$ cat src/rtl/pwm_pkg.sv
// Shared constants and the per-output drive function for the PWM output stage.
// Both the output stage and its bench model use output_mux().
package pwm_pkg;

    localparam int PWM_CNT_W            = 8;
    localparam int NUM_OUTS             = 16;
    localparam int DEFAULT_PRESCALE_DIV = 13;

    // A disabled output is low, a static one is high, and a PWM one follows pwm_sig.
    function automatic logic [NUM_OUTS-1:0] output_mux(
        input logic [NUM_OUTS-1:0] en_out,
        input logic [NUM_OUTS-1:0] en_pwm,
        input logic                pwm_sig
    );
        logic [NUM_OUTS-1:0] result;
        result = '0;
        for (int i = 0; i < NUM_OUTS; i++) begin
            result[i] = en_out[i] & (en_pwm[i] ? pwm_sig : 1'b1);
        end
        return result;
    endfunction

endpackage

$ cat src/rtl/pwm_timebase.sv
// Prescaler, 8-bit PWM counter and period-load generation.
// The first edge after reset always loads, so every period starts with a fresh duty.
module pwm_timebase
    import pwm_pkg::*;
#(
    parameter int PRESCALE_DIV = DEFAULT_PRESCALE_DIV
) (
    input  logic                 clk,
    input  logic                 rst_n,
    output logic [PWM_CNT_W-1:0] pwm_cnt,
    output logic                 tick,
    output logic                 load
);

    localparam int PRE_W = (PRESCALE_DIV > 1) ? $clog2(PRESCALE_DIV) : 1;
    localparam logic [PRE_W-1:0] PRE_MAX = PRE_W'(PRESCALE_DIV - 1);

    logic [PRE_W-1:0] pre_cnt;
    logic             started;

    assign tick = (pre_cnt == PRE_MAX);
    assign load = !started || (tick && (pwm_cnt == '1));

    // pwm_cnt only advances once started, so it still reads 0 after the post-reset load.
    always_ff @(posedge clk or negedge rst_n) begin
        if (!rst_n) begin
            pre_cnt <= '0;
            pwm_cnt <= '0;
            started <= 1'b0;
        end else begin
            started <= 1'b1;
            pre_cnt <= tick ? '0 : pre_cnt + 1'b1;
            if (started && tick) begin
                pwm_cnt <= pwm_cnt + 1'b1;
            end
        end
    end

endmodule

$ cat src/rtl/pwm_output_stage.sv
// Drives 16 chip outputs low, static high, or with a shared PWM waveform.
// The duty cycle is captured only at period boundaries so each period is glitch-free.
module pwm_output_stage
    import pwm_pkg::*;
#(
    parameter int PRESCALE_DIV = DEFAULT_PRESCALE_DIV
) (
    input  logic       clk,
    input  logic       rst_n,
    input  logic [7:0] en_reg_out_7_0,
    input  logic [7:0] en_reg_out_15_8,
    input  logic [7:0] en_reg_pwm_7_0,
    input  logic [7:0] en_reg_pwm_15_8,
    input  logic [7:0] pwm_duty_cycle,
    output logic [7:0] out_7_0,
    output logic [7:0] out_15_8,
    output logic       period_start
);

    logic [PWM_CNT_W-1:0] pwm_cnt;
    logic                 tick;
    logic                 load;
    logic [PWM_CNT_W-1:0] duty_sh;
    logic                 pwm_sig;
    logic [NUM_OUTS-1:0]  en_out;
    logic [NUM_OUTS-1:0]  en_pwm;
    logic [NUM_OUTS-1:0]  out_next;

    pwm_timebase #(
        .PRESCALE_DIV (PRESCALE_DIV)
    ) u_timebase (
        .clk     (clk),
        .rst_n   (rst_n),
        .pwm_cnt (pwm_cnt),
        .tick    (tick),
        .load    (load)
    );

    assign en_out = {en_reg_out_15_8, en_reg_out_7_0};
    assign en_pwm = {en_reg_pwm_15_8, en_reg_pwm_7_0};

    // 0xFF is forced fully on; 255/256 duty is deliberately not representable.
    assign pwm_sig  = (duty_sh == '1) || (pwm_cnt < duty_sh);
    assign out_next = output_mux(en_out, en_pwm, pwm_sig);

    always_ff @(posedge clk or negedge rst_n) begin
        if (!rst_n) begin
            duty_sh      <= '0;
            period_start <= 1'b0;
            out_7_0      <= '0;
            out_15_8     <= '0;
        end else begin
            if (load) begin
                duty_sh <= pwm_duty_cycle;
            end
            period_start <= load;
            out_7_0      <= out_next[7:0];
            out_15_8     <= out_next[15:8];
        end
    end

    // The PWM counter may only move on a prescaler tick.
    assert property (@(posedge clk) disable iff (!rst_n) !tick |=> $stable(pwm_cnt));

endmodule

$ cat config.mk
export PLATFORM = sky130hd
export DESIGN_NAME = pwm_output_stage
export DESIGN_NICKNAME = d
export VERILOG_FILES = /design/src/rtl/pwm_pkg.sv /design/src/rtl/pwm_timebase.sv /design/src/rtl/pwm_output_stage.sv
export SDC_FILE = /design/constraint.sdc
export NUM_CORES = 1
export LEC_CHECK = 0
export CAP_MARGIN = 20
export CORE_MARGIN = 3
export CORE_UTILIZATION = 35
export CTS_CLUSTER_SIZE = 16
export DETAILED_ROUTE_END_ITERATION = 7
export PLACE_DENSITY = 0.76
export SYNTH_ARGS = -nofsm -noshare
export SYNTH_HDL_FRONTEND = slang
export SYNTH_SLANG_ARGS = --single-unit
export TNS_END_PERCENT = 10
$ cat constraint.sdc
create_clock -name clk -period 1.8 [get_ports clk]
set_clock_uncertainty 0.2 [all_clocks]
set_input_delay 0.18 -clock clk [delete_from_list [all_inputs] [get_ports clk]]
set_output_delay 0.18 -clock clk [all_outputs]
set_load 0.02 [all_outputs]
==> results.sh <==
export IMPL_required_ns=1.76
export IMPL_hold_viol_final=0
export IMPL_p_leak_uw=0.001217
export IMPL_grt_ovfl_total=0
export IMPL_hp_class="input pin to flip-flop"
export IMPL_critPathTopFamily="flip-flops"
export IMPL_critical_path_buf_inv_count=2
export IMPL_hpwl_mm=2.916
export IMPL_outcome="finished with violations"
export IMPL_die_x_um=75.65
export IMPL_setup_viol=17
export IMPL_area_growth_pct=60.06
export IMPL_synth_nets=185
export IMPL_place_ws_ns=-0.1518
export IMPL_cp_slowest_stage_delay_ns=0.43
export IMPL_placementRows=24
export IMPL_n_antenna_cell=0
export IMPL_violations="setup timing"
export IMPL_synth_top_cells_by_count="dfrtp_1, a21boi_2, ha_1, inv_1, nand2_1"
export IMPL_finalCritPeriodShare_pct=106.0
export IMPL_cts_root_buf="clkbuf_8"
export IMPL_track_usage_pct=15.11
export IMPL_start_util_pct=37.69
export IMPL_end_kind="flip-flop"
export IMPL_start_kind="flip-flop"
export IMPL_synth_seq_cells=38
export IMPL_grt_pass1_wl_mm=6.354
export IMPL_viasPerCell=4.770
export IMPL_final_cell_area_mm2=0.002718
export IMPL_clkTransAtPathRegs_ns=0.07
export IMPL_rsz0062_at_grt="yes"
export IMPL_tns_ns=-1.608
export IMPL_yosys_area_top_type="dfrtp_1"
export IMPL_drv_cap=0
export IMPL_nets=274
export IMPL_drc=0
export IMPL_crit_path_top_delay_cell="dfrtp_1"
export IMPL_synth_area_mm2=0.001698
export IMPL_synthCells=133
export IMPL_ys_types=34
export IMPL_wl_mm=3.880
export IMPL_placed_area_mm2=0.002472
export IMPL_firstDrtPassIters=4
export IMPL_cts_inserted_buffers=5
export IMPL_report_final_slew_viol_count=0
export IMPL_worst_ep_arrival_time_ns=1.87
export IMPL_clk_path_buf_depth=2
export IMPL_die_area_mm2=0.005723
export IMPL_crit_type="flip-flop to flip-flop"
export IMPL_synth_edf_count=0
export IMPL_fin_ws_ns=-0.1079
export IMPL_synthArstFlopShare_pct=100.0
export IMPL_drt_iter0_drc=23
export IMPL_yosys_warnings=0
export IMPL_synth_area_top_cells="dfrtp_1, ha_1, a21boi_2"
export IMPL_power_density_mw_per_mm2=676.0
export IMPL_crit_chain="ha_4 > and4_1 > o21ai_2 > o32ai_2 > buf_4 > buf_6 > a21boi_1"
export IMPL_holdWs_ns=0.2422
export IMPL_wl_per_cell_um=14.16
export IMPL_dr_total_vias=1307
export IMPL_io_pins=59
export IMPL_synth_top_area_share_pct=56.01
export IMPL_ctsHtreeMaxLevel=2
export IMPL_clk_latency_ns=0.28
export IMPL_port_buffers=58
export IMPL_fmax_mhz=524.1
export IMPL_grt_pass1_vias=1426
export IMPL_fin_crit_ns=1.908
export IMPL_core_mm2=0.004504
export IMPL_grt_max_degree=39
export IMPL_antenna_found_initial=0
export IMPL_avgSynthCellArea_um2=12.77
export IMPL_synth_top_flop_cell="dfrtp_1"
export IMPL_drive_above_1_share_pct=31.08
export IMPL_ys_seq_area_share_pct=56.01
export IMPL_vdd_ir_drop_max_mv=0.4466
export IMPL_synthMostInstantiatedCell="dfrtp_1"
export IMPL_worst_path_max_fanout=6
export IMPL_dieHeight_um=75.65
export IMPL_gp_congestion=0.7352
export IMPL_cts_sinks=38
export IMPL_ant_nets=0
export IMPL_cts_tree="built"
==> area by class of cell <==
cell class              instances  area, um2
well taps                      52      65.06
repair buffers                 85      799.5
clock buffers                   5      68.82
multi-input cells              82      785.8
clock inverters                 2      10.01
inverters                      10      37.54
flip-flops and latches         38      950.9
fillers                       375       1787
==> state kept, by name, summed over array words and instances (netlist names) <==
register / count
duty_sh: 8
out_15_8: 8
out_7_0: 8
u_timebase.pwm_cnt: 8
u_timebase.pre_cnt: 4
period_start: 1
u_timebase.started: 1
==> kinds of logic (layout without fill, tap and decap cells) <==
logic type / after synthesis / after routing / share of synthesized area (%)
muxes: 3 / 3 / 2.137
and+or+nand+nor: 26 / 26 / 8.106
DFF: 38 / 38 / 56.01
adders and majority gates: 10 / 10 / 7.369
AOI/OAI and AO/OA: 35 / 35 / 18.79
buffers and inverters: 13 / 102 / 3.758
other: 1 / 1 / 0.2209
xor gates and xnor gates: 7 / 7 / 3.611
==> metal layers <==
layer	track usage [%]	up-vias	wire length, um
met5	0	-	0
met4	6.019	0	49
met3	6.464	4	375
met2	24.16	58	1813
met1	17.98	605	1642
li1	-	640	-
==> worst min-delay path: cells and delay by family <==
family | cells | cell delay (ns)
buf+inv | 1 | 0.40
simple gates | 1 | 0.06
compound gates | 1 | 0.05
==> worst paths after layout <==
| check | from | to | slack, ns | depth (start not counted) |
|---|---|---|---|---|
| worst min-delay path | pwm_duty_cycle[4] | duty_sh[4] | 0.24 | 3 |
| worst max-delay path | u_timebase.pwm_cnt[6] | out_7_0[0] | -0.11 | 7 |
| min in group asynchronous | rst_n | u_timebase.pwm_cnt[5] | 0.27 | 3 |
| worst min register to register | u_timebase.pre_cnt[2] | u_timebase.pre_cnt[0] | 0.30 | 1 |
| worst max register to register | u_timebase.pwm_cnt[6] | out_7_0[0] | -0.11 | 7 |
| max in group asynchronous | rst_n | out_7_0[1] | 0.80 | 3 |
==> power breakdown <==
part	leakage, uW	switching [uW]	internal [uW]
clock network	0.0000438	275	260
logic	0.000713	150	227
registers	0.000461	25.3	901
total	0.00122	450	1390
==> what timing repair did <==
action,CTS,global route
gates resized for setup,22,9
setup buffers,4,2
hold buffers,1,0
hold endpoints to repair,38,0
gates cloned,2,0
pin swaps,4,7
endpoints found under the setup margin,23,24
==> per-stage QoR <==
stage                     utilization, %  cells  total power (uW)
after global routing               60.33    274              1925
after global placement             54.89    258              1264
after detailed placement           54.89    258              1273
after CTS                          59.25    272              1846
final                              60.33    274              1837
after floorplan                        -    133              1067
==> placed cells by master (no fill, tap or decap), types with 5 or more instances in the layout <==
master           Yosys  final
buf_4                0     21
clkbuf_8             0      5
ha_4                 0      5
dfrtp_1             38     38
buf_6                2      5
a21boi_2            10     11
clkdlybuf4s50_1      0     57
inv_1               10      7
a21boi_1             0      5
nand2_1             10      8
(Power assumes the default switching activity.)
